File: src/rtl/fetch_stage.sv
// ---------------------------------------------------------------------------
// fetch_stage
//
// Instruction-fetch stage that sits directly in front of decode. It generates
// the fetch PC and drives a synchronous instruction memory that has one cycle
// of read latency. It presents ir/pc1 to decode. While decode stalls, the
// presented instruction is held so that no instruction is lost or duplicated.
// Taken branch and jump redirects from execute reload the fetch PC and insert
// one bubble. The decode flush is raised combinationally in the redirect cycle.
//
// Parameters:
//   RESET_PC     first PC fetched after reset
//   NOP_INSN     encoding presented when no valid instruction is available
//
// Ports:
//   clk          clock; all state updates on posedge
//   rst          synchronous, active-high reset (overrides redirect/stall)
//   stall        decode does not consume ir at this edge
//   redirect     execute resolved a taken branch/JAL/JALR
//   redirect_pc  redirect target, valid while redirect=1
//   imem_addr    instruction memory read address (= fetch PC register)
//   imem_rdata   memory data for the address presented before the last edge
//   ir           instruction to decode
//   pc1          PC of ir
//   ir_valid     ir is a real fetched instruction
//   flush        decode flush, combinationally equal to redirect
//   misalign_fault  (only with FETCH_MISALIGN_TRAP_EN) sticky misaligned-target
//                   fault indicator
//
// Configuration macro:
//   FETCH_MISALIGN_TRAP_EN  when defined, a redirect to a target that is not
//                           word-aligned enters a sticky FAULT state that only
//                           rst can leave. When undefined, the two low
//                           target bits are cleared instead.
// ---------------------------------------------------------------------------
module fetch_stage #(
    parameter logic [31:0] RESET_PC = 32'h0000_0000,
    parameter logic [31:0] NOP_INSN = 32'h0000_0013
) (
    input  logic        clk,
    input  logic        rst,
    input  logic        stall,
    input  logic        redirect,
    input  logic [31:0] redirect_pc,
    output logic [31:0] imem_addr,
    input  logic [31:0] imem_rdata,
    output logic [31:0] ir,
    output logic [31:0] pc1,
    output logic        ir_valid,
    output logic        flush
`ifdef FETCH_MISALIGN_TRAP_EN
    ,
    output logic        misalign_fault
`endif
);

    // EMPTY: nothing valid in flight (after reset or redirect)
    // RUN:   imem_rdata holds the word for req_pc and is presented directly
    // HOLD:  decode stalled; the captured word is replayed from hold_ir
    typedef enum logic [1:0] {
        StEmpty = 2'd0,
        StRun   = 2'd1,
        StHold  = 2'd2
`ifdef FETCH_MISALIGN_TRAP_EN
        ,
        StFault = 2'd3
`endif
    } state_e;

    state_e      state_q, state_d;
    logic [31:0] fpc_q, fpc_d;       // next PC to be read from imem
    logic [31:0] req_pc_q, req_pc_d; // PC whose word is currently on imem_rdata
    logic [31:0] hold_ir_q, hold_ir_d;
    logic [31:0] hold_pc_q, hold_pc_d;

    // -----------------------------------------------------------------------
    // Next-state logic. Priority is redirect > stall > advance; rst is
    // handled in the register block and overrides all of them.
    // -----------------------------------------------------------------------
    always_comb begin : next_state
        state_d   = state_q;
        fpc_d     = fpc_q;
        req_pc_d  = req_pc_q;
        hold_ir_d = hold_ir_q;
        hold_pc_d = hold_pc_q;

`ifdef FETCH_MISALIGN_TRAP_EN
        if (state_q == StFault) begin
            // Sticky: only rst leaves FAULT, so redirect and stall are ignored.
        end else
`endif
        if (redirect) begin
`ifdef FETCH_MISALIGN_TRAP_EN
            fpc_d = redirect_pc;
            if (redirect_pc[1:0] != 2'b00) begin
                state_d = StFault;
            end else begin
                state_d = StEmpty;
            end
`else
            // Misaligned targets are silently aligned down to a word.
            fpc_d   = redirect_pc & ~32'h0000_0003;
            state_d = StEmpty;
`endif
        end else if (stall) begin
            // Only RUN must capture the word: after this edge imem_rdata
            // changes to the re-read of fpc. EMPTY and HOLD already hold.
            if (state_q == StRun) begin
                hold_ir_d = imem_rdata;
                hold_pc_d = req_pc_q;
                state_d   = StHold;
            end
        end else begin
            // Advance. The read of fpc is already under way, which makes
            // stall release zero-bubble.
            req_pc_d = fpc_q;
            fpc_d    = fpc_q + 32'd4;
            state_d  = StRun;
        end
    end

    // -----------------------------------------------------------------------
    // State registers with synchronous active-high reset.
    // -----------------------------------------------------------------------
    always_ff @(posedge clk) begin : regs
        if (rst) begin
            state_q   <= StEmpty;
            fpc_q     <= RESET_PC;
            req_pc_q  <= 32'h0000_0000;
            hold_ir_q <= NOP_INSN;
            hold_pc_q <= 32'h0000_0000;
        end else begin
            state_q   <= state_d;
            fpc_q     <= fpc_d;
            req_pc_q  <= req_pc_d;
            hold_ir_q <= hold_ir_d;
            hold_pc_q <= hold_pc_d;
        end
    end

    // -----------------------------------------------------------------------
    // Outputs. They are decoded from registered state only, except that ir
    // in RUN passes imem_rdata straight through. The memory output is
    // itself registered.
    // -----------------------------------------------------------------------
    assign imem_addr = fpc_q;
    assign flush     = redirect;

    always_comb begin : outputs
        ir       = NOP_INSN;
        pc1      = req_pc_q;
        ir_valid = 1'b0;
`ifdef FETCH_MISALIGN_TRAP_EN
        misalign_fault = 1'b0;
`endif
        case (state_q)
            StEmpty: begin
                ir       = NOP_INSN;
                pc1      = req_pc_q;
                ir_valid = 1'b0;
            end
            StRun: begin
                ir       = imem_rdata;
                pc1      = req_pc_q;
                ir_valid = 1'b1;
            end
            StHold: begin
                ir       = hold_ir_q;
                pc1      = hold_pc_q;
                ir_valid = 1'b1;
            end
`ifdef FETCH_MISALIGN_TRAP_EN
            StFault: begin
                ir             = NOP_INSN;
                pc1            = fpc_q;
                ir_valid       = 1'b0;
                misalign_fault = 1'b1;
            end
`endif
            default: begin
                ir       = NOP_INSN;
                pc1      = req_pc_q;
                ir_valid = 1'b0;
            end
        endcase
    end

endmodule

File: config.mk
export PLATFORM = sky130hd
export DESIGN_NAME = fetch_stage
export DESIGN_NICKNAME = d
export VERILOG_FILES = /design/src/rtl/fetch_stage.sv
export SDC_FILE = /design/constraint.sdc
export NUM_CORES = 1
export LEC_CHECK = 0
export CAP_MARGIN = 5
export CORE_ASPECT_RATIO = 0.6
export CORE_UTILIZATION = 40
export CTS_CLUSTER_DIAMETER = 150
export CTS_CLUSTER_SIZE = 40
export DETAILED_ROUTE_END_ITERATION = 10
export GPL_ROUTABILITY_DRIVEN = 0
export PLACE_DENSITY = 0.69
export SETUP_SLACK_MARGIN = 0.05
export SYNTH_ARGS = -nofsm -noshare
export SYNTH_HDL_FRONTEND = slang
export SYNTH_SLANG_ARGS = --single-unit
File: constraint.sdc
create_clock -name clk -period 4.6 [get_ports clk]
set_input_delay 0.69 -clock clk [delete_from_list [all_inputs] [get_ports clk]]
set_output_delay 0.69 -clock clk [all_outputs]
set_load 0.02 [all_outputs]
==> impl_metrics.json, run 1 <==
{
  "outcome": "complete, no violations",
  "holdPathEnd": "hold_pc_q[19]",
  "clk_latency_ns": 0.41,
  "pwr-share-seq_pct": 41.2,
  "io_pins": 166,
  "hold_viol": 0,
  "hold_buffers": 0,
  "timing.final.crit_share_pct": 72.1,
  "ys_ff_latch": 124,
  "routed_wirelength_um": 18000,
  "dpl.hpwl_um": 11900,
  "tightest_slew_ns": 0.943,
  "reg2reg_slack_ns": 2.21,
  "layout_commonest_cell": "nand2_1",
  "grt-ovfl-total": 0,
  "swShare_pct": 24.8,
  "grt_pass1_wl_um": 28600,
  "cts_tree": "yes",
  "num-nets-final": 961,
  "wl_per_cell_um": 16.4,
  "p_comb_share_pct": 10.7,
  "diodes": 0,
  "synth_ff_type": "dfxtp_1",
  "cts_setup_buffers": 0,
  "route.vias.total": 5815,
  "via_per_inst": 5.31,
  "cts_sinks": 124,
  "die_w_um": 159,
  "rows": 33,
  "relSlewSlack_pct": 37.1,
  "antenna_found_initial": 0,
  "period_needed_ns": 3.32,
  "root_buffer": "clkbuf_16",
  "ys_warn_count": 0,
  "worstSetupEndpointType": "primary output",
  "r2r_cells": 6,
  "peakVddDrop_v": 0.000337,
  "synth.distinct_cells": 50,
  "cp_max_fo": 37,
  "drtAntennaViolNets": 0,
  "synth_async_sr_flop_share_pct": 0,
  "yosysSeqAreaShare_pct": 42.1,
  "cp.required_ns": 3.91,
  "htreeDepth": 4,
  "cts_resized": 0,
  "reg2reg_from": "state_q[1]",
  "maxCapViolations": 0,
  "core_area_um2": 14000,
  "cp.arrival_ns": 2.63,
  "power.internal_mw": 2.10,
  "synth_edf_count": 0,
  "grt_pass1_vias": 5310,
  "first_pass_iters": 5,
  "syn_area_um2": 5900,
  "grt_max_degree": 88,
  "pwr_density_cell_nw_per_um2": 343,
  "min_from": "hold_pc_q[19]",
  "start_util_pct": 42.0,
  "mostFrequentLayoutCells": "nand2_1 (214), clkdlybuf4s50_1 (158), dfxtp_1 (124), a21oi_1 (98), nor2_1 (49)",
  "slew_violations": 0,
  "cts.reportedPaths.clkPinSlew_ns": 0.06,
  "io_buffers": 159,
  "drc": 0,
  "worstReg2RegEnd": "hold_pc_q[24]",
  "hold_path_class": "reg -> reg",
  "cts_buffers": 17,
  "rsz0062_at_grt": "false",
  "fmax_mhz": 301,
  "avgSynthCellArea_um2": 7.65,
  "criticalPathCategory": "reg -> out",
  "final_util_pct": 58.0,
  "p_switching_mw": 0.693,
  "clockBufferDepth": 2,
  "setup-tns-final_ns": 0,
  "grt_usage_pct": 23.6,
  "die_area_um2": 15300,
  "fin_skew_ns": 0.00739,
  "drt_iter0_drc": 523,
  "dieHeight_um": 96.1,
  "drive_gt1_share_pct": 8.53,
  "setup_violations": 0,
  "syn_inst": 771,
  "power_leakage_nw": 2.70,
  "start_kind": "register",
  "worstHoldPathCells": 2,
  "fillers": 1320,
  "area_growth_pct": 38.1,
  "clock_power_share_pct": 48.2
}
-- power by group through the flow --
stage                     clock network [mW]  registers [mW]  logic [mW]
after floorplan                            0            1.17       0.138
after global placement                     0            1.17       0.295
after detailed placement                   0            1.17       0.296
after CTS                               1.36            1.15       0.298
after global routing                    1.41            1.15       0.320
final                                   1.34            1.15       0.297
-- flip-flops by register name (all words and copies together), names as in the netlist --
name and count:
hold_ir_q 32, hold_pc_q 30, imem_addr 30, req_pc_q 30
state_q 2
-- cell families after synthesis --
family	count (synthesis)	synth area share [%]
multiplexers	31	5.89
XOR/XNOR	9	1.34
AO/OA/AOI/OAI	171	17.8
AND/OR/NAND/NOR	354	26.8
flip-flops	124	42.1
adder cells (fa/ha/maj)	3	0.636
buffers and inverters	78	5.39
other	1	0.0636
-- metal layers --
layer | wire length, um | up-vias | global-route usage [%]
met1 | 9240 | 2690 | 34.4
met4 | 82 | 0 | 4.37
li1 | - | 2907 | -
met2 | 7400 | 209 | 34.9
met5 | 0 | - | 0
met3 | 1260 | 9 | 5.86
-- per-stage QoR --
stage                     cell area, um^2  hold WS [ns]  total power [mW]  setup slack, ns  instances
after floorplan                      5910         0.433              1.31             2.42        774
after global placement               7550         0.440              1.47             1.50       1063
after detailed placement             7550         0.443              1.47             1.47       1063
after CTS                            8150         0.453              2.80             1.25       1095
after global routing                 8150         0.466              2.88             1.13       1095
final                                8150         0.451              2.79             1.28       1095
-- critical path: stages, from the launching register on --
cell and delay, ns:
dfxtp_1 0.32, inv_1 0.07, ha_2 0.59, buf_12 0.31
mux2_2 0.39, clkdlybuf4s50_1 0.54
-- layout make-up --
class	instances	area, um^2	share of cell area (%)
multi-input combinational	572	3120	38.3
sequential	124	2480	30.5
timing repair buffer	167	1670	20.5
clock buffer	22	484	5.94
tap	192	240	2.95
clock inverter	10	114	1.40
inverter	8	30.0	0.369
-- cell usage after synthesis (all sizes together) (4+ instances only) --
cell	instances	area, um^2
a31oi	7	43.8
mux2	30	338
and3	10	62.6
nand3b	5	37.5
nand3	13	70.1
nor3	10	50.1
buf	18	92.6
a311oi	7	61.3
clkbuf	52	195
o211ai	4	30.0
inv	8	30.0
xnor2	7	61.3
a22oi	29	218
or4	10	75.1
o31ai	6	45.0
nor2	50	188
nand4	11	75.1
a211oi	5	37.5
nand2	214	803
dfxtp	124	2480
or3	7	43.8
nor4	4	25.0
a21oi	98	490
-- worst max path at each step --
stage | start | end | cells after the start
2_1_floorplan | state_q[0] | pc1[10] | 5
3_3_place_gp | stall | hold_pc_q[23] | 5
3_5_place_dp | stall | hold_ir_q[6] | 5
4_1_cts | state_q[0] | pc1[5] | 5
5_1_grt | state_q[1] | ir[6] | 6
6_report | state_q[0] | pc1[4] | 5
Note: power is estimated with default switching activity, not from simulation.
==> run 2, diff against run 1 <==
==> constraint.sdc (replaced) <==
create_clock -name clk -period 3.1 [get_ports clk]
set_input_delay 0.465 -clock clk [delete_from_list [all_inputs] [get_ports clk]]
set_output_delay 0.465 -clock clk [all_outputs]
set_load 0.02 [all_outputs]
==> run 2 against run 1 <==
Via count up 2.2%. Die area is the same. Critical path depth is the same. Critical path type unchanged. Largest cell class unchanged. Largest power group unchanged.
==> impl_metrics.json, run 2 (synthesis gave the netlist of run 1 again) <==
{
  "grt_pass1_wl_um": 28600,
  "reg2reg_slack_ns": 0.77,
  "routed_wirelength_um": 18200,
  "via_per_inst": 5.39,
  "final_cell_count_no_fill": 1102,
  "die_area_um2": 15300,
  "clk_latency_ns": 0.41,
  "hold_buffers": 0,
  "cts.reportedPaths.clkPinSlew_ns": 0.05,
  "maxCapViolations": 0,
  "grt_max_degree": 64,
  "crit_path_end": "pc1[10]",
  "root_buffer": "clkbuf_16",
  "setup_violations": 0,
  "start_util_pct": 42.0,
  "cts_resized": 0,
  "grt-ovfl-total": 0,
  "cp.required_ns": 2.63,
  "mostFrequentLayoutCells": "nand2_1 (214), clkdlybuf4s50_1 (158), dfxtp_1 (124), a21oi_1 (98), nor2_1 (49)",
  "die_w_um": 159,
  "hold_path_class": "reg -> reg",
  "cts_setup_buffers": 0,
  "grt_usage_pct": 23.8,
  "area_growth_pct": 40.2,
  "cts_sinks": 124,
  "drive_gt1_share_pct": 9.01,
  "final_util_pct": 58.9,
  "swShare_pct": 23.3,
  "placed_cells": 1072,
  "first_pass_iters": 4,
  "peakVddDrop_v": 0.000352,
  "r2r_cells": 4,
  "tightest_slew_ns": 0.976,
  "power_leakage_nw": 2.77,
  "clock_power_share_pct": 49.1,
  "startpoint": "state_q[0]",
  "clockBufferDepth": 2,
  "dieHeight_um": 96.1,
  "p_comb_share_pct": 10.8,
  "grt_pass1_vias": 5357,
  "antenna_found_initial": 0,
  "power.internal_mw": 3.26,
  "dpl.hpwl_um": 12100,
  "wl_per_cell_um": 16.5,
  "drc": 0,
  "worst_slack_ns": 0.197,
  "cp_max_fo": 33,
  "route.vias.total": 5943,
  "core_area_um2": 14000,
  "fmax_mhz": 344,
  "layout_commonest_cell": "nand2_1",
  "reg2reg_from": "imem_addr[7]",
  "cp.arrival_ns": 2.44,
  "slew_violations": 0,
  "cts_buffers": 17,
  "setup-tns-final_ns": 0,
  "period_needed_ns": 2.90,
  "drt_iter0_drc": 428,
  "worstSetupEndpointType": "primary output",
  "hold_viol": 0,
  "htreeDepth": 4,
  "largest_reg_flops": 32,
  "pwr-share-seq_pct": 40.1,
  "drtAntennaViolNets": 0,
  "io_buffers": 159,
  "p_switching_mw": 0.990,
  "num-nets-final": 970,
  "rsz0062_at_grt": "false",
  "diodes": 0,
  "rows": 33,
  "relSlewSlack_pct": 34.3,
  "fin_skew_ns": 0.00884,
  "dpl_worst_slack_ns": 0.630,
  "worstReg2RegEnd": "imem_addr[27]",
  "timing.final.crit_share_pct": 93.7,
  "worstHoldPathCells": 2,
  "io_pins": 166,
  "outcome": "complete, no violations",
  "cts_tree": "yes",
  "start_kind": "register",
  "criticalPathCategory": "reg -> out",
  "pwr_density_cell_nw_per_um2": 513,
  "max_flop_register": "hold_ir_q"
}
-- run 2: changes by cell type in the layout (fill, tap and decap cells not counted) --
cell	delta
bufinv_16	+2
buf_12	+3
clkbuf_1	+2
clkinvlp_4	-3
buf_4	+6
clkinv_4	-1
clkbuf_8	-1
clkinv_2	-1
-- run 2: layout make-up --
| class | instances | area, um^2 |
|---|---|---|
| Clock buffer | 23 | 478 |
| Fill cell | 1249 | 5770 |
| Inverter | 8 | 30.0 |
| Tap cell | 192 | 240 |
| Clock inverter | 7 | 138 |
| Multi-Input combinational cell | 572 | 3120 |
| Timing Repair Buffer | 176 | 1780 |
| Sequential cell | 124 | 2480 |
-- run 2: worst min-delay path by stage --
stage | start | end | slack (ns)
after global routing | hold_pc_q[26] | hold_pc_q[26] | 0.46
final | hold_pc_q[15] | hold_pc_q[15] | 0.45
after floorplan | hold_pc_q[10] | hold_pc_q[10] | 0.43
after CTS | hold_pc_q[15] | hold_pc_q[15] | 0.45
after global placement | hold_pc_q[21] | hold_pc_q[21] | 0.44
after detailed placement | hold_pc_q[3] | hold_pc_q[3] | 0.44
-- run 2: critical path, stage by stage (launching register included) --
cell,delay (ns)
dfxtp_1,0.31
inv_1,0.07
ha_2,0.46
buf_12,0.26
mux2_2,0.38
clkdlybuf4s50_1,0.54
-- run 2: through the flow --
stage / power [mW] / instance area (um^2) / hold slack (ns)
global route: 4.40 / 8270 / 0.464
global placement: 2.19 / 7650 / 0.439
floorplan: 1.95 / 5910 / 0.433
CTS: 4.28 / 8270 / 0.450
detailed placement: 2.19 / 7650 / 0.443
finish: 4.25 / 8270 / 0.449
-- run 2: power by group through the flow --
stage / sequential, mW / combinational, mW / clock, mW
5_1_grt: 1.71 / 0.493 / 2.20
6_report: 1.70 / 0.459 / 2.09
3_3_place_gp: 1.73 / 0.453 / 0
4_1_cts: 1.70 / 0.459 / 2.13
3_5_place_dp: 1.73 / 0.455 / 0
2_1_floorplan: 1.74 / 0.205 / 0
-- run 2: metal layers --
metal  vias to the layer above  routed length [um]  share of wire, %  GRT usage [%]
met2                       224                7590                42           34.4
li1                       2916                   -                 -              -
met1                      2785                9310                51           34.9
met4                         0                 161              0.89           8.50
met3                        18                1120               6.2           4.61
met5                         -                   0                 0              0
==> run 3, diff against run 2 <==
--- a/config.mk
+++ b/config.mk
@@ -7,12 +7,12 @@
 export LEC_CHECK = 0
 export CAP_MARGIN = 5
 export CORE_ASPECT_RATIO = 0.6
-export CORE_UTILIZATION = 40
+export CORE_UTILIZATION = 28
 export CTS_CLUSTER_DIAMETER = 150
 export CTS_CLUSTER_SIZE = 40
 export DETAILED_ROUTE_END_ITERATION = 10
 export GPL_ROUTABILITY_DRIVEN = 0
-export PLACE_DENSITY = 0.69
+export PLACE_DENSITY = 0.53
 export SETUP_SLACK_MARGIN = 0.05
 export SYNTH_ARGS = -nofsm -noshare
 export SYNTH_HDL_FRONTEND = slang
==> constraint.sdc (replaced) <==
create_clock -name clk -period 3.1 [get_ports clk]
set_input_delay 0.62 -clock clk [delete_from_list [all_inputs] [get_ports clk]]
set_output_delay 0.62 -clock clk [all_outputs]
set_load 0.02 [all_outputs]
==> run 3 against run 2 <==
Setup slack better by 0.063 ns. Largest cell class unchanged. Wire length is 8.4% higher. Cell count is 8.0% higher. Fmax is 2.2% higher. Cell area is 1.8% higher. Worst hold slack worse by 0.00094 ns.
==> impl_metrics.json, run 3 (synthesis gave the netlist of run 1 again) <==
{
  "cts.reportedPaths.clkPinSlew_ns": 0.05,
  "drtAntennaViolNets": 0,
  "drc": 0,
  "rsz0062_at_grt": "false",
  "largest_reg_flops": 32,
  "route.vias.total": 5899,
  "routed_wirelength_um": 19700,
  "min_from": "hold_pc_q[29]",
  "mostFrequentLayoutCells": "nand2_1 (214), clkdlybuf4s50_1 (158), dfxtp_1 (124), a21oi_1 (98), nor2_1 (49)",
  "placed_cells": 1159,
  "met1_length_um": 10600,
  "clk_latency_ns": 0.41,
  "cts_buffers": 17,
  "num-nets-final": 976,
  "wl_per_cell_um": 16.6,
  "io_pins": 166,
  "cp_top_family": "buffers and inverters",
  "top_layer": "met4",
  "cp.arrival_ns": 2.22,
  "grt_usage_pct": 18.4,
  "fmax_mhz": 352,
  "cts_setup_buffers": 0,
  "core_area_um2": 20300,
  "hold_buffers": 0,
  "path_buf_inv": 3,
  "dieHeight_um": 114,
  "via_per_inst": 4.96,
  "first_pass_iters": 5,
  "dpl_worst_slack_ns": 0.519,
  "final_util_pct": 41.4,
  "grt_pass1_wl_um": 31300,
  "tightest_slew_ns": 0.827,
  "maxCapViolations": 0,
  "slew_violations": 0,
  "reg2reg_slack_ns": 0.73,
  "root_buffer": "clkbuf_16",
  "path_cells": "inv_1, ha_2, buf_4, nor2_1, clkdlybuf4s50_1",
  "worstSetupEndpointType": "primary output",
  "cts_resized": 0,
  "htreeDepth": 4,
  "die_area_um2": 21700,
  "grt_pass1_vias": 5365,
  "io_buffers": 159,
  "drive_gt1_share_pct": 9.81,
  "cp_max_fo": 21,
  "start_kind": "register",
  "cp.required_ns": 2.48,
  "worst_slack_ns": 0.260,
  "layout_commonest_cell": "nand2_1",
  "dr_wl_met2_um": 7730,
  "setup_violations": 0,
  "power_leakage_nw": 2.79,
  "fillers": 2055,
  "timing.final.crit_share_pct": 91.6,
  "fin_skew_ns": 0.0123,
  "outcome": "complete, no violations",
  "cts_tree": "yes",
  "hold_path_class": "reg -> reg",
  "peakVddDrop_v": 0.000369,
  "startpoint": "state_q[0]",
  "die_w_um": 189,
  "clockBufferDepth": 2,
  "antenna_found_initial": 0,
  "pwr_density_cell_nw_per_um2": 505,
  "rows": 40,
  "dpl.hpwl_um": 13500,
  "setup-tns-final_ns": 0,
  "drt_iter0_drc": 435,
  "wl_met3_um": 1290,
  "final_cell_count_no_fill": 1190,
  "grt-ovfl-total": 0,
  "max_stage_delay_ns": 0.59,
  "start_util_pct": 29.0,
  "cp_slowest_cell": "ha_2",
  "cts_sinks": 124,
  "max_flop_register": "hold_ir_q",
  "period_needed_ns": 2.84,
  "area_growth_pct": 42.7,
  "hold_viol": 0,
  "diodes": 0,
  "power_mw": 4.25,
  "criticalPathCategory": "reg -> out",
  "reg2reg_from": "imem_addr[2]",
  "grt_max_degree": 74,
  "relSlewSlack_pct": 44.8
}
[run 3: per-stage QoR]
stage | hold slack [ns] | cell area [um^2]
floorplan | 0.433 | 5910
CTS | 0.454 | 8420
global route | 0.467 | 8420
detailed placement | 0.445 | 7810
finish | 0.448 | 8420
global placement | 0.439 | 7810
[run 3: metal layers]
metal / track usage, % / vias up
met2: 24.6 / 172
met1: 29.1 / 2782
li1: - / 2934
met5: 0 / -
met4: 4.19 / 0
met3: 3.95 / 11
[run 3: tightest hold or removal path, cell delays in order (launching register included)]
cell and delay [ns]:
dfxtp_1 0.30, nand2_1 0.05, a21oi_1 0.05
[run 3: worst paths after layout]
path,endpoint,cells after the start
worst max-delay path,ir[3],5
worst min-delay path,hold_pc_q[29],2
worst max register to register,imem_addr[24],5
worst min register to register,hold_pc_q[29],2
[run 3: layout make-up]
| class | count | area [um^2] | area share (%) |
|---|---|---|---|
| Multi-Input combinational cell | 572 | 3120 | 37.1 |
| Timing Repair Buffer | 182 | 1840 | 21.8 |
| Clock inverter | 12 | 173 | 2.05 |
| Tap cell | 273 | 342 | 4.06 |
| Inverter | 8 | 30.0 | 0.357 |
| Sequential cell | 124 | 2480 | 29.5 |
| Clock buffer | 19 | 433 | 5.14 |
[run 3: report_power, final]
group          switching (mW)  total, mW  internal (mW)
clock                   0.740       2.08           1.34
combinational           0.251      0.477          0.227
sequential             0.0582       1.70           1.64
total                    1.05       4.25           3.20
